==> config.mk <==
export PLATFORM = sky130hd
export DESIGN_NAME = arbitro_mem
export DESIGN_NICKNAME = d
export VERILOG_FILES = /design/src/rtl/pkg_processador.sv /design/src/rtl/rr_arbitro2.sv /design/src/rtl/arbitro_mem.sv
export SDC_FILE = /design/constraint.sdc
export NUM_CORES = 1
export LEC_CHECK = 0
export ABC_AREA = 1
export BUFFER_PORTS_ARGS = -buffer_cell sky130_fd_sc_hd__buf_4
export CORE_AREA = 2 2 81 83
export DETAILED_ROUTE_END_ITERATION = 12
export DIE_AREA = 0 0 83 85
export PLACE_DENSITY = 0.67
export SLEW_MARGIN = 20
export SYNTH_ARGS = -nofsm -noshare
export SYNTH_HDL_FRONTEND = slang
export SYNTH_HIERARCHICAL = 1
export SYNTH_SLANG_ARGS = --single-unit
==> constraint.sdc <==
create_clock -name clk -period 1.9 [get_ports clk]
set_input_delay 0.285 -clock clk [delete_from_list [all_inputs] [get_ports clk]]
set_output_delay 0.285 -clock clk [all_outputs]
set_load 0.1 [all_outputs]
==> src/rtl/pkg_processador.sv <==
// Shared definitions for the memory arbiter slice.
// Contents: default memory geometry, grant-counter width, FSM state
// encoding and a saturating-increment helper for the grant counters.
package pkg_processador;

  localparam int ADDR_W_DEF = 7;
  localparam int DATA_W_DEF = 32;
  localparam int CONT_W     = 8;

  typedef enum logic [1:0] {
    OCIOSO   = 2'd0,
    CONCEDE  = 2'd1,
    RESPOSTA = 2'd2
  } estado_t;

  // Increment that sticks at the maximum value instead of wrapping.
  function automatic logic [CONT_W-1:0] sat_inc(input logic [CONT_W-1:0] v);
    logic [CONT_W-1:0] r;
    if (v == {CONT_W{1'b1}}) begin
      r = v;
    end else begin
      r = v + {{(CONT_W-1){1'b0}}, 1'b1};
    end
    return r;
  endfunction

endpackage

==> src/rtl/rr_arbitro2.sv <==
// Two-way round-robin pick (purely combinational).
// Ports:
//   req  [1:0] in  : request vector, bit i = master i
//   prio       in  : master favoured when both request (0 or 1)
//   gnt  [1:0] out : one-hot winner, all zero when nobody requests
module rr_arbitro2
  import pkg_processador::*;
(
  input  logic [1:0] req,
  input  logic       prio,
  output logic [1:0] gnt
);

  // Single requester wins outright; contention goes to the favoured master.
  always_comb begin
    gnt = 2'b00;
    case (req)
      2'b01:   gnt = 2'b01;
      2'b10:   gnt = 2'b10;
      2'b11:   gnt = prio ? 2'b10 : 2'b01;
      default: gnt = 2'b00;
    endcase
  end

endmodule

==> src/rtl/arbitro_mem.sv <==
// Arbiter sharing one single-port synchronous memory between master 0
// (CPU control) and master 1 (I/O loader).
// Ports:
//   clk, reset (async, active high)
//   req/we/addr/wdata 0|1  : request and its payload, held with req
//   gnt 0|1                : one-cycle grant pulse (request consumed)
//   rvalid 0|1, rdata      : one-cycle read-data pulse and the data
//   mem_addr/mem_wdata/mem_we, mem_rdata : memory side (rdata one cycle
//                            after the address)
//   ocupado                : high whenever a transaction is in flight
//   cont0/cont1            : saturating per-master grant counters
module arbitro_mem
  import pkg_processador::*;
#(
  parameter int ADDR_W = ADDR_W_DEF,
  parameter int DATA_W = DATA_W_DEF
) (
  input  logic              clk,
  input  logic              reset,
  input  logic              req0,
  input  logic              req1,
  input  logic              we0,
  input  logic              we1,
  input  logic [ADDR_W-1:0] addr0,
  input  logic [ADDR_W-1:0] addr1,
  input  logic [DATA_W-1:0] wdata0,
  input  logic [DATA_W-1:0] wdata1,
  output logic              gnt0,
  output logic              gnt1,
  output logic              rvalid0,
  output logic              rvalid1,
  output logic [DATA_W-1:0] rdata,
  output logic [ADDR_W-1:0] mem_addr,
  output logic [DATA_W-1:0] mem_wdata,
  output logic              mem_we,
  input  logic [DATA_W-1:0] mem_rdata,
  output logic              ocupado,
  output logic [7:0]        cont0,
  output logic [7:0]        cont1
);

  estado_t     state;
  estado_t     state_next;
  logic        winner;   // master being served (0/1)
  logic        prio;     // master favoured on the next contention
  logic [1:0]  pick;
  logic        we_sel;

  rr_arbitro2 u_rr (
    .req  ({req1, req0}),
    .prio (prio),
    .gnt  (pick)
  );

  assign we_sel = winner ? we1 : we0;

  // State register.
  always_ff @(posedge clk or posedge reset) begin
    if (reset) begin
      state <= OCIOSO;
    end else begin
      state <= state_next;
    end
  end

  // Winner capture and round-robin pointer, both updated when leaving
  // OCIOSO for CONCEDE; the loser of this round is favoured next time.
  always_ff @(posedge clk or posedge reset) begin
    if (reset) begin
      winner <= 1'b0;
      prio   <= 1'b0;
    end else if ((state == OCIOSO) && (pick != 2'b00)) begin
      winner <= pick[1];
      prio   <= ~pick[1];
    end
  end

  // Grant counters, bumped once per grant cycle and saturating.
  always_ff @(posedge clk or posedge reset) begin
    if (reset) begin
      cont0 <= 8'd0;
      cont1 <= 8'd0;
    end else if (state == CONCEDE) begin
      if (winner) begin
        cont1 <= sat_inc(cont1);
      end else begin
        cont0 <= sat_inc(cont0);
      end
    end
  end

  // Next-state logic.
  always_comb begin
    state_next = state;
    case (state)
      OCIOSO: begin
        if (pick != 2'b00) begin
          state_next = CONCEDE;
        end else begin
          state_next = OCIOSO;
        end
      end
      CONCEDE: begin
        if (we_sel) begin
          state_next = OCIOSO;
        end else begin
          state_next = RESPOSTA;
        end
      end
      RESPOSTA: state_next = OCIOSO;
      default:  state_next = OCIOSO;
    endcase
  end

  // Outputs decoded from state; the memory port follows the winner's live
  // inputs only during CONCEDE and is parked at zero otherwise.
  always_comb begin
    gnt0      = 1'b0;
    gnt1      = 1'b0;
    rvalid0   = 1'b0;
    rvalid1   = 1'b0;
    rdata     = {DATA_W{1'b0}};
    mem_addr  = {ADDR_W{1'b0}};
    mem_wdata = {DATA_W{1'b0}};
    mem_we    = 1'b0;
    ocupado   = (state != OCIOSO);
    case (state)
      CONCEDE: begin
        gnt0      = ~winner;
        gnt1      = winner;
        mem_addr  = winner ? addr1 : addr0;
        mem_wdata = winner ? wdata1 : wdata0;
        mem_we    = we_sel;
      end
      RESPOSTA: begin
        rvalid0 = ~winner;
        rvalid1 = winner;
        rdata   = mem_rdata;
      end
      default: begin
        gnt0 = 1'b0;
      end
    endcase
  end

endmodule

==> impl_metrics.yaml, run 1 <==
cts:
  cts_max_path_buffers: 2
  insertion_delay_ns: 0.27
  clock-sinks: 20
  cts_root_buffer: "clkbuf_8"
  numCtsBuffers: 3
  clk_pin_slew_ns: 0.09
  cts_tree: "built"
  cts_max_level: 1
cells_and_area:
  nNetsFinal: 605
  regArea_um2: 506.7
  postLayoutCellArea_um2: 4469
  final_core_util_pct: 72.03
  multi_input_area_um2: 1289
  drive_gt1_share_pct: 58.44
  layout-area-overhead-vs-synth_pct: 151.7
  final.fill_count: 445
  n_antenna_cell: 0
synth:
  synth_cell_types: 27
  synth_compound_area_share_pct: 20.79
  synth_fa_ha_area_share_pct: 1.409
  synth-xor-area-share_pct: 2.960
  synth-async-reset-ratio_pct: 100.0
  yosysSeqAreaShare_pct: 28.19
  synth_nets: 386
  synth_commonest_cells: "67 x nand2_1, 49 x nor2_1, 46 x inv_1, 39 x a22o_1, 20 x dfrtp_1"
  syn-instance-count: 268
  synth_top_family_by_area: "simple AND/OR/NAND/NOR gates"
  synth_warnings: 6
  synth-simple-area-share_pct: 31.71
  synth.avg_cell_area_um2: 6.625
  yosys-top-cells-area: "dfrtp_1 28%, a22o_1 19%, nand2_1 14%, nor2_1 10%, inv_1 9.7%"
  synth_edf_count: 0
  muxShareOfSynthArea_pct: 0.5638
  yosysMostFrequentCell: "nand2_1"
  ys.flop_type: "dfrtp_1"
  synth-seq-cells: 20
  synth_area_um2: 1775
  synth_top_cell_by_area: "dfrtp_1"
  synth_top_area_share_pct: 28.19
run_status:
  violations: "hold timing"
  status: "finished, violations left"
min_path:
  holdCritPathClass: "in2async"
sta:
  finalSetupTns_ns: 0
  hold_ws_ns: -0.003704
  setup_ws_ns: 0.01644
  final.min_clock_period_ns: 1.884
  fin_skew_ns: 0.009837
  drv_slew: 0
  fmax_mhz: 530.9
  worst_pin_slew_ns: 0.4095
  setup_viol: 0
  timing_hold_violations_final: 6
  rsz0062_at_grt: "yes"
  period_share_pct: 99.13
  relSlewSlack_pct: 72.67
floorplan:
  start_util_pct: 28.61
  die_w_um: 83
  die_area_um2: 7055
  ios: 209
  dieHeight_um: 85
  core-area_um2: 6205
  fp-row-count: 29
job:
  cap_violations: 0
pwr:
  peakVddDrop_mv: 1.620
  power_density_nw_per_um2: 2152
  p_leak_uw: 0.002460
placed_design:
  numPortBuffers: 208
  gp_congestion: 0.7899
  pre_cts_ws_ns: 0.1795
  post-dp-hpwl_mm: 6.304
  dpl-instance-area_um2: 3533
critical_path:
  critPathLaunchType: "flip-flop"
  critPathMaxStageDelay_ns: 0.39
  crit_chain: "inv_2 -> nand2_4 -> nor2_4 -> buf_6 -> buf_16 -> a22o_2 -> buf_12"
  critPathBufInv: 4
  crit_slowest_cell: "dfrtp_1"
  worst_ep_arrival_time_ns: 1.60
  worst-setup-path-type: "reg2out"
  critPathTopFamily: "buffers and inverters"
  critPathMaxFanout: 11
  crit_required_ns: 1.62
  end_kind: "output port"
grt:
  grt_max_degree: 35
  grt_pass1_vias: 2549
  antenna_found_initial: 0
  grt_overflow: 0
  track_usage_pct: 22.40
  grt_pass1_wl_mm: 12.97
detailed_routing:
  drc: 0
  vias: 2627
  wl_mm: 9.271
  dr.pass1.iters: 5
  vias_per_cell: 4.666
  avgRoutedWirePerCell_um: 16.47
  drt_iter0_drc: 68
  ant_nets: 0
## cells in the final DEF (no fill, tap or decap), drive strengths merged
| cell | count |
|---|---|
| a21oi | 1 |
| nand2 | 70 |
| a22o | 39 |
| o22ai | 1 |
| mux2i | 1 |
| nor2b | 1 |
| xor2 | 2 |
| a31oi | 1 |
| clkbuf | 5 |
| nand3 | 8 |
| buf | 223 |
| dfrtp | 20 |
| xnor2 | 4 |
| ha | 2 |
| nand3b | 1 |
| nand4 | 3 |
| o21ai | 2 |
| bufinv | 1 |
| inv | 50 |
| nor2 | 51 |
## sequential cells by signal, summed over array words and instances, names as in the netlist
signal / cells
state: 2
cont1: 8
cont0: 8
prio: 1
winner: 1
## routing by layer
| metal | global-route usage [%] | share of wire [%] | vias to the layer above |
|---|---|---|---|
| li1 | - | - | 1291 |
| met3 | 6.128 | 7.4 | 14 |
| met1 | 25.43 | 36 | 1189 |
| met2 | 41.20 | 54 | 133 |
| met4 | 6.259 | 2.1 | 0 |
| met5 | 0 | 0 | - |
## final cells by class
class | count | share of cell area (%)
Timing Repair Buffer | 225 | 51.88
Inverter | 50 | 4.199
Clock inverter | 1 | 0.6719
Clock buffer | 3 | 0.9239
Multi-Input combinational cell | 187 | 28.84
Sequential cell | 20 | 11.34
Tap cell | 77 | 2.156
## final timing paths
| check | start | end | slack (ns) | cells after the start |
|---|---|---|---|---|
| worst min register to register | cont1[0]$_DFFE_PP0P_ | cont1[0]$_DFFE_PP0P_ | 0.54 | 2 |
| min in group clk | we0 | state[1]$_DFF_PP0_ | 0.35 | 3 |
| worst min-delay path | reset | cont1[6]$_DFFE_PP0P_ | -0.004 | 2 |
| worst max register to register | state[1]$_DFF_PP0_ | cont0[3]$_DFFE_PP0P_ | 0.43 | 10 |
| max in group asynchronous | reset | winner$_DFFE_PP0P_ | 1.37 | 3 |
| worst max-delay path | state[1]$_DFF_PP0_ | mem_wdata[29] | 0.02 | 7 |
## timing repair
item | in CTS | in global routing
pin swaps | 1 | 1
buffers inserted | 2 | 5
cloned | 1 | 4
gates resized for setup | 97 | 58
setup endpoints to repair | 39 | 48
hold buffers | 0 | 0
## report_power, final
group	internal, uW	switching (uW)	leakage, uW	total (uW)
registers	551	145	0.000258	696
clock network	282	156	0.0000357	438
logic	2810	5670	0.00217	8480
## metrics by stage
stage               instances  hold WS, ns  total power [uW]
floorplan                 268       0.2486              6115
CTS                       554    0.0006400              8815
finish                    563    -0.003704              9617
global route              563      0.03885              9893
global placement          547       0.2978              7431
detailed placement        547       0.3004              7459
## kinds of logic (layout without fill, tap and decap cells)
family	count (synthesis)	in the layout
AO/OA/AOI/OAI	44	44
XOR/XNOR	6	6
adder cells (fa/ha/maj)	2	2
buffers and inverters	61	279
flip-flops	20	20
multiplexers	1	1
AND/OR/NAND/NOR	134	134
(Power assumes the default switching activity.)
==> run 2: changes to the inputs <==
--- a/config.mk
+++ b/config.mk
@@ -11,8 +11,9 @@
 export DETAILED_ROUTE_END_ITERATION = 12
 export DIE_AREA = 0 0 83 85
 export PLACE_DENSITY = 0.67
+export RECOVER_POWER = 50
 export SLEW_MARGIN = 20
 export SYNTH_ARGS = -nofsm -noshare
 export SYNTH_HDL_FRONTEND = slang
-export SYNTH_HIERARCHICAL = 1
 export SYNTH_SLANG_ARGS = --single-unit
+export TNS_END_PERCENT = 50
==> impl_metrics.yaml, run 2 <==
critical_path:
  worst_r2r_path_depth: 10
  r2r_setup_slack_ns: 0.40
  end_kind: "output port"
  crit_required_ns: 1.62
  worst-setup-path-type: "reg2out"
  timing.rr.end: "cont1[7]$_DFFE_PP0P_"
  critPathLaunchType: "flip-flop"
  timing.rr.start: "state[1]$_DFF_PP0_"
  critPathMaxFanout: 11
  worst_ep_arrival_time_ns: 1.62
sta:
  drv_slew: 0
  rsz0062_at_grt: "yes"
  fmax_mhz: 526.2
  setup_ws_ns: -0.0005245
  relSlewSlack_pct: 24.55
  final.min_clock_period_ns: 1.901
  setup_viol: 1
  fin_skew_ns: 0.01304
  period_share_pct: 100.0
  worst_pin_slew_ns: 1.132
  timing_hold_violations_final: 0
cells_and_area:
  drive_gt1_share_pct: 54.95
  top_regs: "cont0 (8), cont1 (8), state (2)"
  finalNonFillerCells: 573
  layout-area-overhead-vs-synth_pct: 153.0
  nNetsFinal: 614
  postLayoutCellArea_um2: 4501
  final_cell_mix: "166 x buf_4, 62 x nand2_1, 50 x inv_1"
  layout_commonest_cell: "buf_4"
cts:
  postCtsHoldBufs: 0
  cts_max_path_buffers: 2
  clk_pin_slew_ns: 0.08
  clock-sinks: 20
  cts_max_level: 1
  insertion_delay_ns: 0.27
  numCtsBuffers: 3
  cts_tree: "built"
  cts_root_buffer: "clkbuf_8"
grt:
  grt_pass1_vias: 2421
  grt_pass1_wl_mm: 13.79
  grt_overflow: 0
  antenna_found_initial: 2
  track_usage_pct: 24.99
  grt_max_degree: 42
synth:
  synth_cell_types: 24
  synth_area_um2: 1779
  yosys-top-cells-area: "dfrtp_1 28%, a22o_1 19%, nand2_1 13%, inv_1 11%, nor2_1 9.7%"
  synth_warnings: 0
  yosysSeqAreaShare_pct: 28.13
  yosysMostFrequentCell: "nand2_1"
  synth-async-reset-ratio_pct: 100.0
  synth.avg_cell_area_um2: 6.565
  synth_commonest_cells: "62 x nand2_1, 50 x inv_1, 46 x nor2_1, 39 x a22o_1, 20 x dfrtp_1"
  synth_nets: 389
  ys.flop_type: "dfrtp_1"
  syn-instance-count: 271
  synth-seq-cells: 20
  synth_edf_count: 0
  synth_top_area_share_pct: 28.13
  synth_top_cell_by_area: "dfrtp_1"
detailed_routing:
  vias_per_cell: 4.742
  ant_nets: 0
  avgRoutedWirePerCell_um: 18.34
  vias: 2717
  wl_mm: 10.51
  drt_iter0_drc: 89
  dr.pass1.iters: 4
  drc: 0
min_path:
  min_to: "state[0]$_DFF_PP0_"
  holdCritPathClass: "in2reg"
  hp-start: "req0"
  hold_depth: 3
floorplan:
  fp-row-count: 29
  die_area_um2: 7055
  core-area_um2: 6205
  dieHeight_um: 85
  die_w_um: 83
  start_util_pct: 28.68
  ios: 209
placed_design:
  gp_congestion: 0.8787
  place_inst: 552
  numPortBuffers: 208
  post-dp-hpwl_mm: 7.546
  dpl-instance-area_um2: 3516
job:
  cap_violations: 0
run_status:
  status: "finished, violations left"
  violations: "setup timing"
-- run 2: cell types whose count changed after synthesis, sizes merged, moves of 2 or more --
cell   before  now
o21ai       2    5
inv        50   54
xnor2       4    2
nand2      70   65
nand3       8   12
nor2       51   48
-- run 2: layer usage --
| layer | routed length [um] | track usage [%] | up-vias |
|---|---|---|---|
| li1 | - | - | 1316 |
| met1 | 3979 | 29.49 | 1239 |
| met4 | 270 | 5.216 | 2 |
| met5 | 12 | 0 | - |
| met2 | 4852 | 39.52 | 138 |
| met3 | 1395 | 14.79 | 22 |
-- run 2: layout make-up --
class                   instances  area [um^2]
fillers                       465         1704
diodes                          1        2.502
multi-input cells             185         1259
inverters                      54        202.7
flip-flops and latches         20        500.5
well taps                      77        96.34
clock inverters                 1        30.03
clock buffers                   3        41.29
repair buffers                232         2369
-- run 2: stage by stage --
stage | hold WS (ns) | TNS (ns) | setup slack (ns) | util (%)
6_report | 0.2902 | -0.0005245 | -0.0005245 | 72.53
5_1_grt | 0.3352 | -1.231 | -0.06840 | 72.49
4_1_cts | 0.05448 | -0.1386 | -0.01855 | 65.23
3_5_place_dp | 0.3453 | 0 | 0.1662 | 56.66
3_3_place_gp | 0.3379 | 0 | 0.1887 | 56.66
2_1_floorplan | 0.2488 | -16.78 | -0.4083 | -
-- run 2: timing repair --
item / in CTS / in global routing
endpoints found under the setup margin: 36 / 39
pin swaps: 12 / 6
buffers inserted: 5 / 3
resized for setup: 94 / 50
cloned: 1 / 7
-- run 2: logic make-up after synthesis --
kind of cell               Yosys count  share of synthesized area, %
AOI/OAI and AO/OA                   46                         21.45
xor gates and xnor gates             5                         2.462
and+or+nand+nor                    131                         31.15
buffers and inverters               66                         14.84
DFF                                 20                         28.13
adders and majority gates            2                         1.406
muxes                                1                        0.5626
-- run 2: worst max-delay path by stage --
stage / startpoint / end / slack (ns) / cells after the start
after floorplan: state[0]$_DFF_PP0_ / rdata[10] / -0.41 / 4
after global placement: state[1]$_DFF_PP0_ / mem_wdata[27] / 0.19 / 6
after detailed placement: state[1]$_DFF_PP0_ / mem_wdata[27] / 0.17 / 6
after CTS: state[1]$_DFF_PP0_ / mem_wdata[29] / -0.02 / 6
after global routing: state[1]$_DFF_PP0_ / mem_wdata[24] / -0.07 / 7
final: state[1]$_DFF_PP0_ / mem_wdata[24] / -0.0005 / 7
-- run 2: critical path, cell delays in order, from the launching register on --
cell,delay (ns)
dfrtp_1,0.39
inv_2,0.07
nand2_4,0.09
nor2_4,0.17
buf_6,0.13
buf_12,0.12
a22o_1,0.20
buf_12,0.19
Power of run 2 is left out: the tool's default activity adds up to more than one toggle a clock period on the data nets, which glitch-free logic cannot reach.
==> run 3: changes to the inputs <==
--- a/config.mk
+++ b/config.mk
@@ -10,8 +10,9 @@
 export CORE_AREA = 2 2 81 83
 export DETAILED_ROUTE_END_ITERATION = 12
 export DIE_AREA = 0 0 83 85
-export PLACE_DENSITY = 0.67
+export PLACE_DENSITY = 0.81
 export RECOVER_POWER = 50
+export SKIP_LAST_GASP = 1
 export SLEW_MARGIN = 20
 export SYNTH_ARGS = -nofsm -noshare
 export SYNTH_HDL_FRONTEND = slang
==> impl_metrics.yaml, run 3 (same netlist as run 2, synthesis figures left out) <==
placed_design:
  gp_congestion: 0.8432
  dpl-instance-area_um2: 3493
  pre_cts_ws_ns: 0.2048
  post-dp-hpwl_mm: 6.791
  numPortBuffers: 208
critical_path:
  end_kind: "output port"
  crit_required_ns: 1.62
  worst-setup-path-type: "reg2out"
  critPathMaxFanout: 8
  worst_ep_arrival_time_ns: 1.63
  critPathLaunchType: "flip-flop"
  crit_path_start: "state[1]$_DFF_PP0_"
  timing.rr.start: "cont1[0]$_DFFE_PP0P_"
detailed_routing:
  drc: 0
  drt_iter0_drc: 95
  vias: 2641
  ant_nets: 0
  vias_per_cell: 4.708
  dr.pass1.iters: 4
  avgRoutedWirePerCell_um: 15.83
  wl_mm: 8.883
cells_and_area:
  final_core_util_pct: 64.19
  final_cell_mix: "156 x buf_4, 64 x nand2_1, 51 x inv_1"
  nNetsFinal: 602
  multi_input_area_um2: 1114
  layout-area-overhead-vs-synth_pct: 123.8
  regArea_um2: 501.7
  top_regs: "cont0 (8), cont1 (8), state (2)"
  final.fill_count: 498
  postLayoutCellArea_um2: 3983
  drive_gt1_share_pct: 50.10
  layout_commonest_cell: "buf_4"
grt:
  grt_pass1_vias: 2504
  antenna_found_initial: 5
  track_usage_pct: 21.93
  grt_overflow: 0
  grt_max_degree: 35
  grt_pass1_wl_mm: 12.60
sta:
  setup_viol: 3
  relSlewSlack_pct: 26.03
  drv_slew: 0
  finalSetupTns_ns: -0.02131
  worst_pin_slew_ns: 1.110
  setup_ws_ns: -0.01457
  fmax_mhz: 522.3
  timing_hold_violations_final: 0
  rsz0062_at_grt: "yes"
  period_share_pct: 100.8
  fin_skew_ns: 0.003354
  final.min_clock_period_ns: 1.915
floorplan:
  ios: 209
  fp-row-count: 29
  core-area_um2: 6205
  die_w_um: 83
  start_util_pct: 28.68
  die_area_um2: 7055
  dieHeight_um: 85
cts:
  clock-sinks: 20
  postCtsHoldBufs: 0
  numCtsBuffers: 3
  clk_pin_slew_ns: 0.07
  cts_tree: "built"
  insertion_delay_ns: 0.25
  cts_root_buffer: "clkbuf_8"
  cts_max_level: 1
  cts_max_path_buffers: 2
min_path:
  hp-start: "req0"
  holdCritPathClass: "in2reg"
job:
  cap_violations: 0
run_status:
  violations: "setup timing"
  status: "finished, violations left"
run 3: layout make-up:
type	count	share of cell area, %
Clock buffer	4	1.382
Sequential cell	20	12.60
Timing Repair Buffer	220	50.49
Tap cell	77	2.419
Inverter	54	5.090
Antenna cell	1	0.06283
Multi-Input combinational cell	185	27.96
run 3: per-stage QoR:
step / cells / hold WS (ns)
3_3_place_gp: 549 / 0.3378
6_report: 561 / 0.2996
5_1_grt: 560 / 0.3363
4_1_cts: 554 / 0.06437
2_1_floorplan: 271 / 0.2488
3_5_place_dp: 549 / 0.3445
run 3: critical path: stages (launching register included):
cell and delay (ns):
dfrtp_1 0.40, inv_2 0.08, nand2_4 0.09, nor2_4 0.12, buf_4 0.14, buf_6 0.14, a22o_1 0.21, buf_12 0.19
run 3: repair_timing:
action	CTS	global route
setup buffers	0	4
gates resized for setup	28	64
endpoints found under the setup margin	39	38
pin swaps	0	1
gates cloned	1	2
run 3: metal layers:
| layer | share of wire, % | routed length [um] | vias to the layer above | global-route usage, % |
|---|---|---|---|---|
| met4 | 1.1 | 99 | 8 | 4.471 |
| met3 | 9.2 | 813 | 16 | 9.533 |
| met2 | 51 | 4561 | 114 | 38.86 |
| met1 | 38 | 3354 | 1214 | 24.63 |
| li1 | - | - | 1289 | - |
| met5 | 0.61 | 54 | - | 0 |
run 3: path summary, 6_finish.rpt:
check / slack (ns) / depth (start not counted) / to
hold reg to reg: 0.50 / 1 / prio$_DFFE_PP0P_
max in group asynchronous: 0.78 / 3 / winner$_DFFE_PP0P_
setup / recovery: -0.01 / 7 / mem_wdata[12]
setup reg to reg: 0.27 / 8 / cont1[4]$_DFFE_PP0P_
min in group asynchronous: 0.38 / 3 / cont1[4]$_DFFE_PP0P_
hold / removal: 0.30 / 3 / state[0]$_DFF_PP0_
Power of run 3 is left out for the same reason.
